<file path="config.mk">
export PLATFORM = sky130hd
export DESIGN_NAME = seg7_scan_driver
export DESIGN_NICKNAME = d
export VERILOG_FILES = /design/src/rtl/seg7_scan_driver.sv
export SDC_FILE = /design/constraint.sdc
export NUM_CORES = 1
export LEC_CHECK = 0
export BUFFER_PORTS_ARGS = -buffer_cell sky130_fd_sc_hd__clkbuf_2
export CAP_MARGIN = 15
export CORE_UTILIZATION = 39
export CTS_BUF_LIST = sky130_fd_sc_hd__clkbuf_2 sky130_fd_sc_hd__clkbuf_4 sky130_fd_sc_hd__clkbuf_8
export DETAILED_ROUTE_END_ITERATION = 16
export GPL_TIMING_DRIVEN = 1
export PLACE_DENSITY = 0.55
export SLEW_MARGIN = 20
export SYNTH_ARGS = -nofsm -noshare
export SYNTH_HDL_FRONTEND = slang
export SYNTH_SLANG_ARGS = --single-unit
</file>
<file path="constraint.sdc">
create_clock -name clk -period 4.2 [get_ports clk]
set_input_delay 0.42 -clock clk [delete_from_list [all_inputs] [get_ports clk]]
set_output_delay 0.42 -clock clk [all_outputs]
set_load 0.05 [all_outputs]
</file>
<file path="src/rtl/seg7_scan_driver.sv">
// Multiplexed seven-segment scan driver: hex digits or 4-character opcode mnemonics.
// Latency: seg/dp/an are registered and follow the prescaler/scan index by one clk.
// No backpressure: load is a single-cycle strobe that is always accepted unless rst is high.
// Optional feature: define SEG7_LZ_BLANK_EN to blank leading-zero digits in hex mode.
module seg7_scan_driver #(
  parameter int NUM_DIGITS  = 4,
  parameter int REFRESH_DIV = 50000
) (
  input  logic                    clk,
  input  logic                    rst,
  input  logic                    load,
  input  logic                    mode,
  input  logic [4*NUM_DIGITS-1:0] value,
  input  logic [3:0]              opcode,
  input  logic [NUM_DIGITS-1:0]   dp_in,
  output logic [6:0]              seg,
  output logic                    dp,
  output logic [NUM_DIGITS-1:0]   an
);

  localparam int PW = $clog2(REFRESH_DIV);
  localparam int IW = $clog2(NUM_DIGITS);
  localparam logic [PW-1:0] PSC_LAST = PW'(REFRESH_DIV - 1);
  localparam logic [IW-1:0] IDX_LAST = IW'(NUM_DIGITS - 1);

  // Character codes used by the mnemonic table.
  typedef enum logic [3:0] {
    CH_SP, CH_A, CH_B, CH_C, CH_D, CH_H, CH_I, CH_L,
    CH_N,  CH_O, CH_R, CH_S, CH_U, CH_V, CH_X, CH_Z
  } char_t;

  // Active-high {g,f,e,d,c,b,a} pattern for a hex nibble (A, b, C, d, E, F forms).
  function automatic logic [6:0] hex_seg(input logic [3:0] nib);
    logic [6:0] s;
    case (nib)
      4'h0: s = 7'h3F;
      4'h1: s = 7'h06;
      4'h2: s = 7'h5B;
      4'h3: s = 7'h4F;
      4'h4: s = 7'h66;
      4'h5: s = 7'h6D;
      4'h6: s = 7'h7D;
      4'h7: s = 7'h07;
      4'h8: s = 7'h7F;
      4'h9: s = 7'h6F;
      4'hA: s = 7'h77;
      4'hB: s = 7'h7C;
      4'hC: s = 7'h39;
      4'hD: s = 7'h5E;
      4'hE: s = 7'h79;
      default: s = 7'h71;
    endcase
    return s;
  endfunction

  // Active-high pattern for a mnemonic character; B/D/R/N use the lowercase forms.
  function automatic logic [6:0] char_seg(input char_t c);
    logic [6:0] s;
    case (c)
      CH_A:    s = 7'h77;
      CH_B:    s = 7'h7C;
      CH_C:    s = 7'h39;
      CH_D:    s = 7'h5E;
      CH_H:    s = 7'h76;
      CH_I:    s = 7'h06;
      CH_L:    s = 7'h38;
      CH_N:    s = 7'h54;
      CH_O:    s = 7'h3F;
      CH_R:    s = 7'h50;
      CH_S:    s = 7'h6D;
      CH_U:    s = 7'h3E;
      CH_V:    s = 7'h3E;
      CH_X:    s = 7'h76;
      CH_Z:    s = 7'h5B;
      default: s = 7'h00;
    endcase
    return s;
  endfunction

  // Four characters per opcode, leftmost in the top nibble, space-padded on the right.
  function automatic logic [15:0] mnemonic(input logic [3:0] op);
    logic [15:0] m;
    case (op)
      4'h0: m = {CH_L, CH_D, CH_A, CH_SP};
      4'h1: m = {CH_L, CH_D, CH_B, CH_SP};
      4'h2: m = {CH_L, CH_D, CH_O, CH_SP};
      4'h3: m = {CH_L, CH_D, CH_S, CH_A};
      4'h4: m = {CH_L, CH_D, CH_S, CH_B};
      4'h5: m = {CH_L, CH_S, CH_H, CH_SP};
      4'h6: m = {CH_R, CH_S, CH_H, CH_SP};
      4'h7: m = {CH_C, CH_L, CH_R, CH_SP};
      4'h8: m = {CH_S, CH_N, CH_Z, CH_A};
      4'h9: m = {CH_S, CH_N, CH_Z, CH_S};
      4'hA: m = {CH_A, CH_D, CH_D, CH_SP};
      4'hB: m = {CH_S, CH_U, CH_B, CH_SP};
      4'hC: m = {CH_A, CH_N, CH_D, CH_SP};
      4'hD: m = {CH_O, CH_R, CH_SP, CH_SP};
      4'hE: m = {CH_X, CH_O, CH_R, CH_SP};
      default: m = {CH_I, CH_N, CH_V, CH_SP};
    endcase
    return m;
  endfunction

  // Shadow copy of the display request; only these feed the glyph logic.
  logic                    sh_mode;
  logic [4*NUM_DIGITS-1:0] sh_value;
  logic [3:0]              sh_opcode;
  logic [NUM_DIGITS-1:0]   sh_dp;

  // Scan state.
  logic [PW-1:0] psc;
  logic [IW-1:0] idx;

  // Glyph frozen at the start of the current slot so a mid-slot load cannot tear it.
  logic [6:0] slot_seg;
  logic       slot_dp;

  // Glyph for the current index, computed from the shadow registers.
  logic [6:0]  cur_seg;
  logic        cur_dp;
  logic [3:0]  cur_nib;
  logic [15:0] cur_mn;
  int          idx_i;
  int          pos;

  // Capture the display request on load; reset wins over a coincident load.
  always_ff @(posedge clk) begin
    if (rst) begin
      sh_mode   <= 1'b0;
      sh_value  <= '0;
      sh_opcode <= '0;
      sh_dp     <= '0;
    end else if (load) begin
      sh_mode   <= mode;
      sh_value  <= value;
      sh_opcode <= opcode;
      sh_dp     <= dp_in;
    end
  end

  // Prescaler wraps every REFRESH_DIV cycles and steps the scan index on its last count.
  always_ff @(posedge clk) begin
    if (rst) begin
      psc <= '0;
      idx <= '0;
    end else if (psc == PSC_LAST) begin
      psc <= '0;
      idx <= (idx == IDX_LAST) ? '0 : idx + 1'b1;
    end else begin
      psc <= psc + 1'b1;
    end
  end

  // Decode the shadow contents for the digit currently being scanned.
  always_comb begin
    cur_seg = 7'h7F;
    cur_dp  = 1'b1;
    idx_i   = int'(idx);
    pos     = 0;
    cur_nib = sh_value[4*idx_i +: 4];
    cur_mn  = mnemonic(sh_opcode);
    if (sh_mode) begin
      // Mnemonic occupies the four leftmost digits; anything to the right stays blank.
      if (idx_i >= NUM_DIGITS - 4) begin
        pos     = NUM_DIGITS - 1 - idx_i;
        cur_seg = ~char_seg(char_t'(cur_mn[4*(3-pos) +: 4]));
      end
    end else begin
      cur_seg = ~hex_seg(cur_nib);
      cur_dp  = ~sh_dp[idx];
`ifdef SEG7_LZ_BLANK_EN
      // A digit is a leading zero when it and every nibble above it are zero; digit 0 always shows.
      if (idx_i != 0 && (sh_value >> (4*idx_i)) == '0) begin
        cur_seg = 7'h7F;
      end
`endif
    end
  end

  // Guard cycle at prescaler 0 blanks all anodes and freezes the slot glyph; later cycles light it.
  always_ff @(posedge clk) begin
    if (rst) begin
      slot_seg <= 7'h7F;
      slot_dp  <= 1'b1;
      seg      <= 7'h7F;
      dp       <= 1'b1;
      an       <= '1;
    end else if (psc == '0) begin
      slot_seg <= cur_seg;
      slot_dp  <= cur_dp;
      seg      <= 7'h7F;
      dp       <= 1'b1;
      an       <= '1;
    end else begin
      seg      <= slot_seg;
      dp       <= slot_dp;
      an       <= ~(NUM_DIGITS'(1) << idx);
    end
  end

endmodule

</file>
==> flow_summary.yaml, run 1 <==
hold_path:
  min-delay-path-class: "primary input to register"
critical_path:
  crit_path_max_fanout: 15
  worstSetupPathType: "register to register"
  worst_setup_path_end_kind: "register"
  timing.critical_path.required_ns: 4.41
  startpoint_type: "register"
  cp.arrival_ns: 2.87
cts:
  post_cts_resized: 0
  ctsHoldBuffers: 0
  cts_buffer_depth: 2
  cts_buffers: 9
  cts_tree: "done"
  clkTransAtPathRegs_ns: 0.09
  clk_latency_ns: 0.35
  cts.sinks: 78
  cts_setup_buffers: 0
  h-tree-depth: 3
  cts-root-buf: "clkbuf_8"
logic_synthesis:
  synth-simple-area-share_pct: 16.7
  yosysWarnings: 0
  synth_cell_types: 52
  synth_seq_cells: 78
  seq_area_frac_synth_pct: 41.4
  synthFlopType: "dfxtp_1"
  synth_compound_gate_area_share_pct: 9.76
  synth.mux.area_fraction_pct: 14.5
  syn_inst: 397
  synth_edf_count: 0
  syn-mean-instance-area_um2: 9.49
  async_reset_ff_share_pct: 0
  synth_top_family_by_area: "simple AND/OR/NAND/NOR gates"
  syn_nets: 453
  yosys.area_share.adder_pct: 9.30
  synthXorXnorAreaFrac_pct: 3.72
  synth_area_mm2: 0.00377
sta:
  setup-tns-final_ns: 0
  worst_slew_pin_slew_ns: 0.820
  hold_viol_final: 0
  timing.fmax_mhz: 376
  layout_worst_path_cycle_share_pct: 63.4
  slew_violations: 0
  period_minus_slack_ns: 2.66
  rsz0062_at_grt: "false"
  setup_viol: 0
  skew_ns: 0.0121
  whs_ns: 0.303
  slew_headroom_pct: 45.4
drt:
  drc: 0
  postRouteAntennaNets: 0
  drtIter0Drc: 115
  num_vias: 2739
  drt-wirelength-per-cell_um: 12.8
  finalWirelength_um: 7170
  via_per_inst: 4.87
  dr.pass1.iters: 4
placement:
  post-dp-hpwl_um: 5160
  place_congestion: 0.875
  portBuffers: 39
  place_area_mm2: 0.00404
global_routing:
  grt_max_degree: 32
  track_usage_pct: 15.4
  grt_pass1_wl_um: 12200
  grt_overflow_total: 0
  antenna_found_initial: 0
  grt_pass1_vias: 2535
power_and_ir_drop:
  total_power_uw: 1640
  p_per_area_mw_per_mm2: 384
  p_leak_uw: 0.00178
  ir_drop_mv: 0.165
final_layout:
  design_area_mm2: 0.00427
  final_nets: 484
  final_core_util_pct: 46.0
  area_growth_pct: 13.3
  diodes: 0
  drive_above_1_share_pct: 17.3
die:
  core_mm2: 0.00928
  initial_utilization_pct: 40.6
  die_area_mm2: 0.0101
  pin_count: 40
  fp.dieH_um: 100
  fp.dieW_um: 100
  row_count: 35
flow_run:
  cap_violations: 0
outcome:
  status: "complete, no violations"
-- cell families (layout without fill, tap and decap cells) --
| family | Yosys count | count (layout) |
|---|---|---|
| buffers and inverters | 41 | 77 |
| AOI/OAI and AO/OA | 54 | 54 |
| xor gates and xnor gates | 16 | 16 |
| and+or+nand+nor | 137 | 137 |
| DFF | 78 | 78 |
| adders and majority gates | 28 | 28 |
| muxes | 43 | 43 |
-- sequential cells by signal, summed over array words and instances, names as in the netlist --
signal,cells
cur_mn,15
seg,7
sh_opcode,4
sh_mode,1
an,4
idx,2
slot_seg,7
dp,1
sh_value,16
psc,16
slot_dp,1
sh_dp,4
-- metrics by stage --
step | setup WS [ns] | std cells
2_1_floorplan | 1.87 | 397
3_3_place_gp | 1.49 | 546
3_5_place_dp | 1.43 | 546
4_1_cts | 1.50 | 562
5_1_grt | 1.23 | 562
6_report | 1.54 | 562
-- power breakdown --
group / internal, uW / switching, uW
Clock: 355 / 283
Combinational: 80.7 / 119
Sequential: 781 / 19.5
-- final cells by class --
type | instances | area, um2
fillers | 920 | 5010
multi-input cells | 278 | 2030
flip-flops and latches | 78 | 1560
repair buffers | 40 | 203
well taps | 129 | 161
clock buffers | 10 | 138
clock inverters | 6 | 93.8
inverters | 21 | 78.8
-- worst max-delay path: stages (launching register included) --
cell and delay (ns):
dfxtp_1 0.78, mux4_2 0.68, inv_1 0.15, ha_1 0.27
mux4_2 0.45, nand3_1 0.09, o311ai_1 0.10
-- routing by layer --
metal	routed length [um]	global-route usage (%)	part of all wire, %
met5	0	0	0
met4	89	4.68	1.2
met3	241	3.83	3.4
met2	3220	24.1	45
met1	3620	20.9	50
-- cells in the mapped netlist (10+ instances only) --
library cell | number | area, um2
mux2i_1 | 31 | 310
nand2_1 | 32 | 120
dfxtp_1 | 78 | 1560
nand3_1 | 12 | 60.1
nor2_1 | 57 | 214
xnor2_1 | 11 | 96.3
ha_1 | 28 | 350
inv_1 | 19 | 71.3
nand2b_1 | 10 | 62.6
-- cell usage in the layout (no fill, tap or decap), types with 6 or more instances in the layout --
master	n
o21ai_0	9
mux2i_1	31
a21oi_1	9
clkbuf_8	10
nor2_1	57
clkbuf_2	39
xnor2_1	11
nand3_1	12
nand2b_1	10
nand2_1	32
o211ai_1	6
ha_1	28
mux4_2	9
inv_1	19
dfxtp_1	78
nor3_1	7
-- final timing paths --
| path | start | endpoint | slack, ns | cells past startpoint |
|---|---|---|---|---|
| worst max-delay path | idx[0] | slot_seg[3] | 1.54 | 6 |
| worst min-delay path | value[1] | sh_value[1] | 0.30 | 3 |
| worst max register to register | idx[0] | slot_seg[3] | 1.54 | 6 |
| worst min register to register | slot_seg[0] | seg[0] | 0.43 | 2 |
Note: power is estimated with default switching activity, not from simulation.
==> inputs of run 2 (changes only) <==
--- a/config.mk
+++ b/config.mk
@@ -5,6 +5,7 @@
 export SDC_FILE = /design/constraint.sdc
 export NUM_CORES = 1
 export LEC_CHECK = 0
+export ABC_AREA = 1
 export BUFFER_PORTS_ARGS = -buffer_cell sky130_fd_sc_hd__clkbuf_2
 export CAP_MARGIN = 15
 export CORE_UTILIZATION = 39
==> constraint.sdc (replaced) <==
create_clock -name clk -period 2.5 [get_ports clk]
set_input_delay 0.25 -clock clk [delete_from_list [all_inputs] [get_ports clk]]
set_output_delay 0.25 -clock clk [all_outputs]
set_load 0.05 [all_outputs]
==> run 2 against run 1 <==
  * Count of clock-buffer cells in the layout is 1 lower
  * Area after synthesis up 6.9%
  * Via count grew 34%
  * Critical path depth is 6 higher
  * Sequential power is 69% higher
  * Final area is 6.9% higher
  * Fmax grew 23%
  * Non-clock buffer count increased by 5
  * Utilization is 0.063 points higher
  * Combinational power grew 90%
  * Highest routed layer unchanged
==> flow_summary.yaml, run 2 <==
final_layout:
  area_growth_pct: 13.3
  diodes: 0
  final_common_cell: "nand2_1"
  drive_above_1_share_pct: 14.2
  final_nets: 672
  fin_cells: 754
  mostFrequentLayoutCells: "nand2_1 (144), nor2_1 (86), dfxtp_1 (78)"
critical_path:
  worst_setup_path_end_kind: "register"
  crit_path_max_fanout: 18
  r2r_end: "slot_seg[2]"
  r2r_cells: 12
  critical_path.startpoint: "idx[0]"
  worstSetupPathType: "register to register"
  timing.critical_path.required_ns: 2.75
  rrSetupSlack_ns: 0.34
  cp.arrival_ns: 2.42
  reg2reg_from: "idx[0]"
  startpoint_type: "register"
global_routing:
  grt_pass1_wl_um: 15600
  track_usage_pct: 17.7
  grt_busiest_layer: "met2"
  grtUsageMet1_pct: 23.6
  grtUsageMet2_pct: 28.7
  antenna_found_initial: 0
  grt_overflow_total: 0
  use_met3_pct: 3.96
  grt_pass1_vias: 3498
  grt_max_degree: 27
logic_synthesis:
  seq_area_frac_synth_pct: 38.7
  synth_edf_count: 0
  syn_inst: 576
  async_reset_ff_share_pct: 0
  yosysMostFrequentCell: "nand2_1"
  synth_area_leaders: "dfxtp_1 (39%), nand2_1 (13%), ha_1 (8.7%), nor2_1 (8.0%), nand3_1 (6.5%)"
  yosys-top-cells-count: "nand2_1 (144), nor2_1 (86), dfxtp_1 (78)"
  synthFlopType: "dfxtp_1"
  synth_area_mm2: 0.00403
  synth_cell_types: 35
  syn_nets: 632
  synth_top_area_share_pct: 38.7
  syn-mean-instance-area_um2: 7.00
  synth_seq_cells: 78
  yosysWarnings: 0
  yosys.area.top_type: "dfxtp_1"
die:
  initial_utilization_pct: 40.7
  fp.dieH_um: 104
  core_mm2: 0.00991
  fp.dieW_um: 104
  row_count: 36
  die_area_mm2: 0.0107
  pin_count: 40
sta:
  setup-tns-final_ns: 0
  skew_ns: 0.0202
  rsz0062_at_grt: "false"
  whs_ns: 0.0966
  slew_headroom_pct: 70.6
  setup_viol: 0
  timing.fmax_mhz: 462
  hold_viol_final: 0
  period_minus_slack_ns: 2.16
  worst_slew_pin_slew_ns: 0.440
  slew_violations: 0
  layout_worst_path_cycle_share_pct: 86.5
cts:
  cts-root-buf: "clkbuf_8"
  clk_latency_ns: 0.37
  post_cts_resized: 0
  clkTransAtPathRegs_ns: 0.10
  h-tree-depth: 3
  cts.sinks: 78
  cts_buffers: 9
  cts_buffer_depth: 2
  cts_tree: "done"
  cts_setup_buffers: 0
  ctsHoldBuffers: 0
hold_path:
  min_from: "value[15]"
  hold_depth: 3
  min_to: "sh_value[15]"
  min-delay-path-class: "primary input to register"
power_and_ir_drop:
  p_leak_uw: 0.00214
  ir_drop_mv: 0.293
  total_power_uw: 2740
  p_per_area_mw_per_mm2: 599
drt:
  num_vias: 3663
  via_per_inst: 4.86
  dr.pass1.iters: 5
  finalWirelength_um: 9180
  drt-wirelength-per-cell_um: 12.2
  drc: 0
  postRouteAntennaNets: 0
  drtIter0Drc: 222
flow_run:
  cap_violations: 0
placement:
  post-dp-hpwl_um: 6840
  place_congestion: 0.870
  dp_cells: 738
  portBuffers: 39
outcome:
  status: "complete, no violations"
[run 2: cell count changes after synthesis, moves of 10 or more]
| cell | change |
|---|---|
| xnor2_1 | -10 |
| a21oi_1 | +14 |
| o21ai_0 | +25 |
| nand2_1 | +112 |
| nand3_1 | +40 |
| inv_1 | +34 |
| mux2i_1 | -31 |
| nor2_1 | +29 |
| nand2b_1 | -10 |
[run 2: worst max-delay path: stages (launching register included)]
cell and delay, ns:
dfxtp_1 0.51, inv_2 0.22, nand2_1 0.10, nand3_1 0.06, nand2_1 0.25, inv_1 0.13, ha_1 0.24, inv_1 0.06
nor2_1 0.05, nor3_1 0.18, nor2_1 0.07, nor2_1 0.12, nor2_1 0.05
[run 2: kinds of logic after synthesis]
group	count (synthesis)	share of synthesized area, %
buffers and inverters	74	7.30
adder cells (fa/ha/maj)	28	8.69
AND/OR/NAND/NOR	324	35.5
flip-flops	78	38.7
AO/OA/AOI/OAI	69	9.13
XOR/XNOR	3	0.652
[run 2: metrics by stage]
stage / instance area, um2 / worst slack (ns) / utilization [%]
5_1_grt: 4560 / 0.0643 / 46.1
2_1_floorplan: 4030 / 0.731 / -
6_report: 4560 / 0.336 / 46.1
3_5_place_dp: 4360 / 0.348 / 44.0
4_1_cts: 4560 / 0.332 / 46.1
3_3_place_gp: 4360 / 0.373 / 44.0
[run 2: routing by layer]
| metal | part of all wire [%] | up-vias |
|---|---|---|
| li1 | - | 1926 |
| met1 | 50 | 1666 |
| met4 | 1.2 | 0 |
| met2 | 45 | 61 |
| met3 | 3.6 | 10 |
| met5 | 0 | - |
[run 2: cell type report]
cell class	count	area (um2)
clock buffer	9	124
clock inverter	7	80.1
multi-input combinational	424	2170
fill	1061	5350
tap	133	166
inverter	58	218
sequential	78	1560
timing repair buffer	45	240
[run 2: worst max path at each step]
| stage | endpoint | slack [ns] | depth (start not counted) |
|---|---|---|---|
| 2_1_floorplan | slot_seg[2] | 0.73 | 13 |
| 4_1_cts | slot_seg[2] | 0.33 | 12 |
| 3_3_place_gp | slot_seg[2] | 0.37 | 12 |
| 3_5_place_dp | slot_seg[2] | 0.35 | 12 |
| 6_report | slot_seg[2] | 0.34 | 12 |
| 5_1_grt | slot_seg[2] | 0.06 | 12 |
[run 2: power breakdown]
group / internal, uW / switching, uW / total (uW) / leakage, uW
Sequential: 1320 / 33.1 / 1350 / 0.000642
Combinational: 131 / 250 / 380 / 0.00140
Clock: 477 / 524 / 1000 / 0.000103
Total: 1930 / 807 / 2740 / 0.00214
==> inputs of run 3 (changes only) <==
--- a/config.mk
+++ b/config.mk
@@ -6,13 +6,13 @@
 export NUM_CORES = 1
 export LEC_CHECK = 0
 export ABC_AREA = 1
-export BUFFER_PORTS_ARGS = -buffer_cell sky130_fd_sc_hd__clkbuf_2
 export CAP_MARGIN = 15
 export CORE_UTILIZATION = 39
 export CTS_BUF_LIST = sky130_fd_sc_hd__clkbuf_2 sky130_fd_sc_hd__clkbuf_4 sky130_fd_sc_hd__clkbuf_8
 export DETAILED_ROUTE_END_ITERATION = 16
+export DONT_BUFFER_PORTS = 1
 export GPL_TIMING_DRIVEN = 1
-export PLACE_DENSITY = 0.55
+export PLACE_DENSITY = 0.51
 export SLEW_MARGIN = 20
 export SYNTH_ARGS = -nofsm -noshare
 export SYNTH_HDL_FRONTEND = slang
==> run 3 against run 2 <==
  * Cell count is 5.0% lower
  * First-iteration DRC count shrank 33%
  * Largest power group unchanged
  * Die area stayed put
  * Critical path type unchanged
  * Final area shrank 4.3%
==> flow_summary.yaml, run 3 (synthesis gave the netlist of run 2 again) <==
die:
  pin_count: 40
  fp.dieW_um: 104
  initial_utilization_pct: 40.7
  core_mm2: 0.00991
  row_count: 36
  die_area_mm2: 0.0107
  fp.dieH_um: 104
final_layout:
  drive_above_1_share_pct: 8.40
  fillers: 1064
  design_area_mm2: 0.00437
  diodes: 0
  final_nets: 634
  fin_cells: 716
  area_growth_pct: 8.41
  mostFrequentLayoutCells: "nand2_1 (144), nor2_1 (86), dfxtp_1 (78)"
  final_common_cell: "nand2_1"
  final_core_util_pct: 44.1
global_routing:
  grt_pass1_wl_um: 15800
  grtUsageMet2_pct: 31.6
  grt_pass1_vias: 3393
  grt_max_degree: 25
  grt_overflow_total: 0
  grtUsageMet1_pct: 21.3
  grt_busiest_layer: "met2"
  antenna_found_initial: 0
  use_met3_pct: 5.60
  track_usage_pct: 18.1
placement:
  place_area_mm2: 0.00417
  dp_cells: 699
  place_congestion: 0.792
  post-dp-hpwl_um: 6710
  portBuffers: 0
power_and_ir_drop:
  ir_drop_mv: 0.291
  p_leak_uw: 0.00198
  p_per_area_mw_per_mm2: 602
drt:
  dr.pass1.iters: 4
  via_per_inst: 4.84
  postRouteAntennaNets: 0
  num_vias: 3464
  drtIter0Drc: 148
  drt-wirelength-per-cell_um: 12.6
  finalWirelength_um: 9000
  drc: 0
cts:
  cts_buffer_depth: 2
  clk_latency_ns: 0.35
  h-tree-depth: 3
  cts_buffers: 9
  cts.sinks: 78
  cts_tree: "done"
  clkTransAtPathRegs_ns: 0.09
  post_cts_resized: 0
  cts-root-buf: "clkbuf_8"
critical_path:
  worst_setup_path_end_kind: "register"
  cp.arrival_ns: 2.13
  startpoint_type: "register"
  r2r_cells: 12
  worstSetupPathType: "register to register"
  cp_slowest_cell: "ha_1"
  rrSetupSlack_ns: 0.61
  crit_path_max_fanout: 23
  reg2reg_from: "idx[0]"
  crit_path_cell_trace: "buf_4 > nand2_1 > nand3_1 > nand2_1 > ha_1 > inv_1 > nand2_1 > inv_1 > nor3_1 > nor2_1 > nor2_1 > nor2_1"
  slowest_delay_ns: 0.35
  timing.critical_path.required_ns: 2.74
  r2r_end: "slot_seg[2]"
sta:
  worst_slew_pin_slew_ns: 0.487
  rsz0062_at_grt: "false"
  layout_worst_path_cycle_share_pct: 75.5
  hold_viol_final: 0
  timing.fmax_mhz: 530
  skew_ns: 0.0129
  slew_violations: 0
  slew_headroom_pct: 67.5
  setup_viol: 0
  period_minus_slack_ns: 1.89
  setup-tns-final_ns: 0
hold_path:
  min_from: "value[8]"
  min-delay-path-class: "primary input to register"
  hold_depth: 2
  min_to: "sh_value[8]"
outcome:
  status: "complete, no violations"
flow_run:
  cap_violations: 0
run 3: metrics by stage:
step / total power [uW] / hold WS (ns) / worst slack [ns]
final: 2630 / 0.0348 / 0.612
after global routing: 2790 / 0.0283 / 0.337
after CTS: 2670 / 0.0210 / 0.589
after detailed placement: 1730 / 0.337 / 0.611
after global placement: 1730 / 0.334 / 0.613
after floorplan: 1660 / 0.385 / 0.731
run 3: cell type report:
type	count	area [um2]	area share, %
Multi-Input combinational cell	424	2170	49.8
Clock buffer	10	131	3.01
Sequential cell	78	1560	35.7
Tap cell	133	166	3.81
Inverter	58	218	4.98
Clock inverter	6	62.6	1.43
Timing Repair Buffer	7	55.1	1.26
run 3: how the worst max path moves through the flow:
stage,startpoint,endpoint,depth (start not counted)
floorplan,idx[0],slot_seg[2],13
CTS,idx[0],slot_seg[3],11
global route,idx[0],slot_seg[2],12
detailed placement,idx[0],slot_seg[2],12
global placement,idx[0],slot_seg[0],10
finish,idx[0],slot_seg[2],12
run 3: per-layer routing:
metal | vias to the layer above | share of wire [%]
met2 | 65 | 49
met1 | 1544 | 47
met4 | 0 | 1.0
met5 | - | 0
li1 | 1848 | -
met3 | 7 | 3.7
run 3: report_power, final:
part	leakage [uW]	switching (uW)	internal, uW	total, uW
clock	0.0000917	459	469	927
combinational	0.00124	204	112	316
sequential	0.000642	64.5	1320	1390
run 3: critical path: cells and delay by family (launching register included):
kind,cells,cell delay (ns)
AND/OR/NAND/NOR,8,0.77
adder cells (fa/ha/maj),1,0.35
buffers and inverters,3,0.34
flip-flops,1,0.34
run 3: timing repair:
item,CTS,global route
hold buffers,1,0
buffers inserted,0,0
hold endpoints to repair,1,0
